<file path="config.mk">
export PLATFORM = sky130hd
export DESIGN_NAME = dout_par_tx_flat
export DESIGN_NICKNAME = d
export VERILOG_FILES = /design/src/rtl/dout_par_tx_if.sv /design/src/rtl/dout_par_tx.sv /design/src/flat_wrapper.sv
export SDC_FILE = /design/constraint.sdc
export NUM_CORES = 1
export LEC_CHECK = 0
export ABC_AREA = 1
export CAP_MARGIN = 20
export CORE_UTILIZATION = 55
export DETAILED_ROUTE_END_ITERATION = 16
export PLACE_DENSITY = 0.86
export SYNTH_ARGS = -nofsm -noshare
export SYNTH_HDL_FRONTEND = slang
export SYNTH_SLANG_ARGS = --single-unit
export TNS_END_PERCENT = 1
</file>
<file path="constraint.sdc">
create_clock -name clk -period 2.1 [get_ports clk]
set_clock_uncertainty 0.05 [all_clocks]
set_input_delay 0.315 -clock clk [delete_from_list [all_inputs] [get_ports clk]]
set_output_delay 0.315 -clock clk [all_outputs]
set_load 0.005 [all_outputs]
</file>
<file path="src/rtl/dout_par_tx_if.sv">
// Core-side write port and peripheral-side parallel bus of dout_par_tx.
// Optional dout_par signal present only when DOUT_PARITY_EN is defined.
interface dout_par_tx_if #(
  parameter int WIDTH = 8,
  parameter int DEPTH = 4
);
  localparam int LW = $clog2(DEPTH) + 1;

  logic             wr_en;
  logic [WIDTH-1:0] wr_data;
  logic             full;
  logic             empty;
  logic [LW-1:0]    level;
  logic [WIDTH-1:0] dout;
  logic             stb;
  logic             ack;
  logic             busy;
`ifdef DOUT_PARITY_EN
  logic             dout_par;
`endif

  // core + peripheral side (drives writes and ack)
  modport master (
    output wr_en, wr_data, ack,
    input  full, empty, level, dout, stb, busy
`ifdef DOUT_PARITY_EN
    , input dout_par
`endif
  );

  // transmitter side
  modport slave (
    input  wr_en, wr_data, ack,
    output full, empty, level, dout, stb, busy
`ifdef DOUT_PARITY_EN
    , output dout_par
`endif
  );
endinterface

</file>
<file path="src/rtl/dout_par_tx.sv">
// Parallel-bus transmitter: small FIFO from the core, four-phase
// stb/ack handshake per byte with a programmable data setup time.
// Optional feature macro: DOUT_PARITY_EN adds registered even parity of dout.
module dout_par_tx #(
  parameter int WIDTH     = 8,
  parameter int DEPTH     = 4,
  parameter int SETUP_CYC = 2
)(
  input logic          clk,
  input logic          rst,
  dout_par_tx_if.slave bus
);
  localparam int AW = $clog2(DEPTH);
  localparam int LW = AW + 1;
  localparam int CW = (SETUP_CYC > 1) ? $clog2(SETUP_CYC) : 1;

  localparam logic [1:0] S_IDLE   = 2'd0;
  localparam logic [1:0] S_SETUP  = 2'd1;
  localparam logic [1:0] S_STROBE = 2'd2;
  localparam logic [1:0] S_HOLD   = 2'd3;

  logic [WIDTH-1:0] r_mem [DEPTH];
  logic [AW-1:0]    r_wr_ptr, r_rd_ptr;
  logic [LW-1:0]    r_level;
  logic             r_full, r_empty;
  logic             r_ack_s1, r_ack_s2;
  logic [1:0]       r_state;
  logic [CW-1:0]    r_cnt;
  logic [WIDTH-1:0] r_dout;
  logic             r_stb;
`ifdef DOUT_PARITY_EN
  logic             r_dout_par;
`endif

  logic             w_pop, w_push;
  logic [LW-1:0]    w_level_nxt;
  logic [WIDTH-1:0] w_head;

  assign w_head = r_mem[r_rd_ptr];

  // pop on IDLE with data, or on HOLD once the peripheral released ack
  always_comb begin
    w_pop = 1'b0;
    if (!r_empty) begin
      if (r_state == S_IDLE)                w_pop = 1'b1;
      if (r_state == S_HOLD && !r_ack_s2)   w_pop = 1'b1;
    end
    // a simultaneous pop frees a slot, so a write while full still lands
    w_push = bus.wr_en && (!r_full || w_pop);
  end

  // next occupancy; push+pop leaves it unchanged
  always_comb begin
    w_level_nxt = r_level;
    if (w_push && !w_pop)      w_level_nxt = r_level + 1'b1;
    else if (!w_push && w_pop) w_level_nxt = r_level - 1'b1;
  end

  // two-flop synchroniser for the asynchronous ack pin
  always_ff @(posedge clk or negedge rst) begin
    if (!rst) begin
      r_ack_s1 <= 1'b0;
      r_ack_s2 <= 1'b0;
    end else begin
      r_ack_s1 <= bus.ack;
      r_ack_s2 <= r_ack_s1;
    end
  end

  // storage array; contents are don't-care while the pointers say empty
  always_ff @(posedge clk) begin
    if (w_push) r_mem[r_wr_ptr] <= bus.wr_data;
  end

  // pointers and registered status flags
  always_ff @(posedge clk or negedge rst) begin
    if (!rst) begin
      r_wr_ptr <= '0;
      r_rd_ptr <= '0;
      r_level  <= '0;
      r_full   <= 1'b0;
      r_empty  <= 1'b1;
    end else begin
      if (w_push) r_wr_ptr <= r_wr_ptr + 1'b1;
      if (w_pop)  r_rd_ptr <= r_rd_ptr + 1'b1;
      r_level <= w_level_nxt;
      r_full  <= (w_level_nxt == LW'(DEPTH));
      r_empty <= (w_level_nxt == '0);
    end
  end

  // handshake FSM; dout only moves on a pop edge
  always_ff @(posedge clk or negedge rst) begin
    if (!rst) begin
      r_state <= S_IDLE;
      r_cnt   <= '0;
      r_dout  <= '0;
      r_stb   <= 1'b0;
`ifdef DOUT_PARITY_EN
      r_dout_par <= 1'b0;
`endif
    end else begin
      case (r_state)
        S_IDLE:   if (!r_empty) r_state <= S_SETUP;
        S_SETUP: begin
          if (r_cnt == '0) begin
            r_state <= S_STROBE;
            r_stb   <= 1'b1;
          end else begin
            r_cnt <= r_cnt - 1'b1;
          end
        end
        S_STROBE: begin
          if (r_ack_s2) begin
            r_state <= S_HOLD;
            r_stb   <= 1'b0;
          end
        end
        S_HOLD:   if (!r_ack_s2) r_state <= r_empty ? S_IDLE : S_SETUP;
        default:  r_state <= S_IDLE;
      endcase
      if (w_pop) begin
        r_dout <= w_head;
        r_cnt  <= CW'(SETUP_CYC - 1);
`ifdef DOUT_PARITY_EN
        r_dout_par <= ^w_head;
`endif
      end
    end
  end

  assign bus.full  = r_full;
  assign bus.empty = r_empty;
  assign bus.level = r_level;
  assign bus.dout  = r_dout;
  assign bus.stb   = r_stb;
  assign bus.busy  = (r_state != S_IDLE);
`ifdef DOUT_PARITY_EN
  assign bus.dout_par = r_dout_par;
`endif
endmodule

</file>
<file path="src/flat_wrapper.sv">
// flat-port wrapper written by rule: the top's interface ports become plain ports
module dout_par_tx_flat 
#(
  parameter int WIDTH     = 8,
  parameter int DEPTH     = 4,
  parameter int SETUP_CYC = 2
)
  (clk, rst, bus_wr_en, bus_wr_data, bus_ack, bus_full, bus_empty, bus_level, bus_dout, bus_stb, bus_busy);
  dout_par_tx_if #(.WIDTH(WIDTH), .DEPTH(DEPTH)) bus_i ();
  input logic clk;
  input logic rst;
  input wire logic [$bits(bus_i.wr_en)-1:0] bus_wr_en;
  input wire logic [$bits(bus_i.wr_data)-1:0] bus_wr_data;
  input wire logic [$bits(bus_i.ack)-1:0] bus_ack;
  output wire logic [$bits(bus_i.full)-1:0] bus_full;
  output wire logic [$bits(bus_i.empty)-1:0] bus_empty;
  output wire logic [$bits(bus_i.level)-1:0] bus_level;
  output wire logic [$bits(bus_i.dout)-1:0] bus_dout;
  output wire logic [$bits(bus_i.stb)-1:0] bus_stb;
  output wire logic [$bits(bus_i.busy)-1:0] bus_busy;
  assign bus_i.wr_en = bus_wr_en;
  assign bus_i.wr_data = bus_wr_data;
  assign bus_i.ack = bus_ack;
  assign bus_full = bus_i.full;
  assign bus_empty = bus_i.empty;
  assign bus_level = bus_i.level;
  assign bus_dout = bus_i.dout;
  assign bus_stb = bus_i.stb;
  assign bus_busy = bus_i.busy;
  dout_par_tx #(.WIDTH(WIDTH), .DEPTH(DEPTH), .SETUP_CYC(SETUP_CYC)) u_core (.clk(clk), .rst(rst), .bus(bus_i));
endmodule
</file>
; Word-level counts from Yosys, hierarchy flattened
; Memory sizes are Yosys's and may differ from the RTL's. A register that Yosys moved wholly into a read port is not among the register bits.
; Cells that the tools add are included.
[op_classes]
mux = 19
addsub = 5
eq_ne = 8
reduce_logical = 17
[ops]
columns = op, n
row1 = $mux W1, 11
row2 = $mux W2, 4
row3 = $pmux W2 S4, 1
row4 = $mux W3, 2
row5 = $ne A2 B2 Y1 const B, 3
row6 = $reduce_bool A2 Y1, 3
row7 = $logic_not A1 Y1, 5
row8 = $add A2 B1 Y2 const B, 2
row9 = $eq A2 B2 Y1 const B, 2
row10 = $logic_and A1 B1 Y1, 4
row11 = $reduce_and A4 Y1, 1
row12 = $add A3 B1 Y3 const B, 1
row13 = $eq A3 B3 Y1 const B, 1
row14 = $logic_not A3 Y1, 1
row15 = $reduce_and A3 Y1, 1
row16 = $sub A3 B1 Y3 const B, 1
row17 = $eq A2 B1 Y1 const B, 1
row18 = $logic_not A2 Y1, 1
row19 = $ne A2 B1 Y1 const B, 1
row20 = $pmux W1 S2, 1
row21 = $logic_or A1 B1 Y1, 1
row22 = $sub A1 B1 Y1 const B, 1
[word_totals]
regBits = 15
n_memories = 1
out_inout_bits = 15
word_cells = 60
ramBits = 32
in_bits = 12
[mem_list]
columns = name, words, width, rd, rd_ports_with_merged_regs, wr, line_no
row1 = u_core.r_mem, 4, 8, 1, 1, 1, dout_par_tx.sv:22  ; logic [WIDTH-1:0] r_mem [DEPTH];

; Logic depth before layout (Yosys ltp)
; Gate-level depths: netlist of the first run.
[logic_depth]
ltp_word = 11
mapped_depth = 11

; Least setup slack after synthesis of the first run
; OpenSTA, ideal clock, no wires.
[synth_timing]
path_kind = register to register
start = reg u_core.r_state[0]
end = mem u_core.r_mem[0][0] (enable)
synth_period_minus_slack_ns = 1.880
setup_slack_ns = 0.220
arrival_time_ns = 1.459
stages_incl_launch_ff = 9
t_required_ns = 1.679
path_cell_list = dfrtp_1 > inv_1 > ha_1 > inv_2 > nand2_4 > nand2_4 > nand2_1 > nand2_1 > nor2_1
[synth_via]
elab_chain_cells = 8
word_cells_on_any_way = 10
cone_classes = eq/ne: 1 / mux: 5 / reduce/logical: 4
[synth_lines]
columns = element, line_no
row1 = start: declaration, dout_par_tx.sv:27  ; logic [1:0] r_state;
row2 = start signal: assignment, dout_par_tx.sv:119  ; S_HOLD: if (!r_ack_s2) r_state <= r_empty ? S_IDLE : S_SETUP;
row3 = $logic_not A2 Y1 or $eq A2 B2 Y1 (tied branches), "dout_par_tx.sv:45, dout_par_tx.sv:46"
row4 = $mux W1 or $logic_and A1 B1 Y1 (tied branches), "dout_par_tx.sv:45, dout_par_tx.sv:46"
row5 = $mux W1 (*), dout_par_tx.sv:46  ; if (r_state == S_HOLD && !r_ack_s2) w_pop = 1'b1;
row6 = $mux W1 (*), dout_par_tx.sv:44  ; if (!r_empty) begin
row7 = $logic_or A1 B1 Y1 (*), dout_par_tx.sv:49  ; w_push = bus.wr_en && (!r_full || w_pop);
row8 = $logic_and A1 B1 Y1 (*), dout_par_tx.sv:49
row9 = $mux W1 (*), dout_par_tx.sv:72  ; if (w_push) r_mem[r_wr_ptr] <= bus.wr_data;
row10 = $mux W1 (not written as such) (*), dout_par_tx.sv:72
row11 = end: declaration, dout_par_tx.sv:22
; Every way passes the cells marked *; elsewhere a longest branch is shown, timed or not.

; Worst setup path after layout of the first run
[layout_timing]
start = reg u_core.r_state[0]
end = out bus_busy
[layout_via]
elab_chain_cells = 1
[layout_lines]
columns = element, line_no
row1 = $reduce_bool A2 Y1, dout_par_tx.sv:137  ; assign bus.busy = (r_state != S_IDLE);
row2 = end: declaration, flat_wrapper.sv:20  ; output wire logic [$bits(bus_i.busy)-1:0] bus_busy;
; No other way between the ends.

==> results of run 1 <==
power groups by stage:
stage,sequential (µW),combinational (µW),clock (µW)
5_1_grt,1750,2090,658
3_5_place_dp,1740,1860,0
4_1_cts,1710,1880,617
6_report,1710,1890,602
3_3_place_gp,1710,1770,0
2_1_floorplan,1670,1320,0
path summary, 6_finish.rpt:
check	start	end	slack (ps)	depth (start not counted)
min reg2reg	u_core.r_ack_s1	u_core.r_ack_s2	320	0
min	rst	u_core.bus.level[0]	210	1
max in group asynchronous	rst	u_core.bus.dout[6]	1270	2
max	u_core.r_state[0]	bus_busy	90	4
min in group clk	u_core.r_ack_s1	u_core.r_ack_s2	320	0
max reg2reg	u_core.r_state[1]	u_core.r_mem[2][3]	240	9
cells by family (layout without fill, tap and decap cells):
kind of cell,count (synthesis),in the layout,share of synthesized area [%]
DFF,55,55,63.51
AOI/OAI and AO/OA,37,37,8.683
adders and majority gates,11,11,5.685
buffers and inverters,29,66,5.995
xor gates and xnor gates,4,4,1.447
and+or+nand+nor,48,48,9.716
muxes,8,8,4.961
registers in the layout (all words and copies together), names as in the netlist:
name              flops
u_core.r_mem         32
u_core.bus.dout       8
u_core.bus.level      3
u_core.r_rd_ptr       2
u_core.r_state        2
u_core.r_wr_ptr       2
u_core.bus.empty      1
u_core.bus.full       1
u_core.bus.stb        1
u_core.r_ack_s1       1
u_core.r_ack_s2       1
u_core.r_cnt          1
critical path, cell delays in order, from the launching register on:
cell and delay (ps):
dfrtp_1 450, inv_2 90, ha_1 210, inv_2 80
clkdlybuf4s50_1 510
layout make-up:
type | count | area [µm²] | area share [%]
well taps | 50 | 62.56 | 2.195
clock buffers | 5 | 68.82 | 2.414
inverters | 24 | 95.09 | 3.336
repair buffers | 34 | 320.3 | 11.24
multi-input cells | 108 | 738.2 | 25.90
clock inverters | 3 | 27.53 | 0.9658
flip-flops and latches | 55 | 1538 | 53.95
metal layers:
layer  vias to the layer above  routed length (µm)  part of all wire [%]
li1                        727                   -                     -
met1                       708                1986                    45
met2                        47                2084                    48
met3                        12                 185                   4.2
met4                         0                 119                   2.7
met5                         -                   0                     0
cell usage after synthesis:
cell type,instances
a21oi_1,2
a21oi_2,1
a22o_1,1
buf_6,4
clkbuf_2,1
dfrtp_1,22
dfstp_2,1
edfxtp_1,32
ha_1,11
inv_1,21
inv_2,2
inv_6,1
mux2_4,8
nand2_1,11
nand2_2,2
nand2_4,2
nand3_1,2
nand3_2,1
nand3_4,1
nand4_1,2
nor2_1,26
nor2_4,1
o21ai_0,20
o21ai_1,2
o21ai_2,1
o22ai_1,9
o31ai_1,1
xnor2_1,1
xor2_1,3
through the flow:
stage | util [%] | std cells | power [µW]
2_1_floorplan | - | 192 | 2992
4_1_cts | 69.08 | 278 | 4210
3_5_place_dp | 66.74 | 270 | 3592
5_1_grt | 69.26 | 279 | 4497
6_report | 69.26 | 279 | 4205
3_3_place_gp | 66.74 | 270 | 3487
what timing repair did:
action / CTS / global route
resized for setup: 0 / 1
endpoints found under the setup margin: 0 / 1
hold buffers: 0 / 0
buffers inserted: 0 / 1
==> results.md, run 1 <==
- Status: finished clean
- RSZ-0062 raised after global routing: false
- Vias in the first global route: 1385
- Global-route wire length before repair: 6.755 mm
- Yosys reg bits: 55
- Clock Latency Late Sink: 310 ps
- Sum Neg Setup Slack: 0 ps
- Sw Pwr: 1540 µW
- Ant diodes: 0
- Overflow after GRT: 0
- I/O pin count: 27
- Final Hold Slack: 210.4 ps
- CTS Buffer Depth: 2
- Combinational share of power: 45.0%
- Post-synth cell types: 29
- Commonest non-fill, non-tap cell in the layout: edfxtp_1
- Crit path DAT: 1650 ps
- Max Clock Freq: 497.2 MHz
- Design Area, Final: 2850 µm²
- Syn-to-layout area delta: 17.73%
- Met1 Use GR: 28.51%
- Met2 Use GR: 31.00%
- Total Wirelength: 4.376 mm
- Fin crit share: 95.78%
- Max-slew violations: 0
- P_int: 2665 µW
- Final setup fails: 0
- FILL cells: 284
- Initial antenna violation count: 0
- Final worst path period need: 2011 ps
- Clock power frac: 14.3%
- Synth warnings: 0
- Full die area: 4671 µm²
- # nets final: 251
- Cells after Synth: 192
- Die X: 68.35 µm
- First-pass DRT Iterations: 4
- Rows: 23
- Hold Path Class: in2async
- Pwr per Cell Area: 1475 nW/µm²
- Final Hold Vio Count: 0
- Req. time, crit path: 1740 ps
- Root buffer cell: clkbuf_8
- Core region area: 4115 µm²
- Vias after detailed routing: 1494
- Worst-Margin Slew: 318.7 ps
- Max-Cap Viols: 0
- DRC violations left: 0
- CP max FO: 5
- DP Wirelength: 3.197 mm
- Post-DRT Antenna Nets: 0
- Sinks on Clock Net: 55
- Crit start category: flop
- Mean Syn Cell Area: 12.61 µm²
- Die height: 68.35 µm
- GRT busiest layer: met2
- Peak supply drop: 0.9008 mV
- Post-synthesis sequential area ratio: 63.51%
- Met3 Use GR: 4.833%
- Iteration-0 DRC Markers: 106
- Vias per std cell: 5.355
- Final GP Congestion: 0.8083
- Drt wl/cell: 15.68 µm
- Total GRT Usage: 20.99%
- Pre-CTS setup slack: 244.7 ps
- Share of cells above drive strength 1: 16.59%
- Crit path setup slack, layout: 88.60 ps
- Top cell type's share of synthesized area: 39.69%
- Largest net degree at the start of global routing: 20
- Flop pwr share: 40.7%
- CP Class: reg2out
- Top cells by area, synth: edfxtp_1 40%, dfrtp_1 23%, ha_1 5.7%, mux2_4 5.0%, o21ai_0 4.1%
- Critical Path Sink Type: primary output
- Post-DP Area: 2746 µm²
- Commonest cells after routing, fill and taps aside: 32 x edfxtp_1, 26 x nor2_1, 26 x clkdlybuf4s50_1
- CTS buffer count: 5
- H-tree Lvls: 2
- Net Sw Frac: 36.62%
- Slew HR: 78.68%
- TritonCTS clock tree: built
- Worst-path clk slew: 100 ps
- Initial Utilization: 58.83%
- Total leakage power: 0.001188 µW
- Mapped Area: 2421 µm²
- Mapped Nets: 215
- Port Buffer Count: 26
- Area leader, netlist: edfxtp_1
Power figures use the tool's default switching activity.
==> run 2, diff against run 1 <==
--- a/config.mk
+++ b/config.mk
@@ -6,7 +6,6 @@
 export NUM_CORES = 1
 export LEC_CHECK = 0
 export ABC_AREA = 1
-export CAP_MARGIN = 20
 export CORE_UTILIZATION = 55
 export DETAILED_ROUTE_END_ITERATION = 16
 export PLACE_DENSITY = 0.86
==> results of run 2 <==
Same layout as run 1: the final DEF is identical, and so are final timing and power.
==> run 3, diff against run 2 <==
--- a/config.mk
+++ b/config.mk
@@ -6,8 +6,11 @@
 export NUM_CORES = 1
 export LEC_CHECK = 0
 export ABC_AREA = 1
+export CAP_MARGIN = 20
 export CORE_UTILIZATION = 55
+export CTS_CLUSTER_DIAMETER = 100
 export DETAILED_ROUTE_END_ITERATION = 16
+export HOLD_SLACK_MARGIN = 0.08
 export PLACE_DENSITY = 0.86
 export SYNTH_ARGS = -nofsm -noshare
 export SYNTH_HDL_FRONTEND = slang
==> results of run 3 <==
Same layout as run 1: the final DEF is identical, and so are final timing and power.
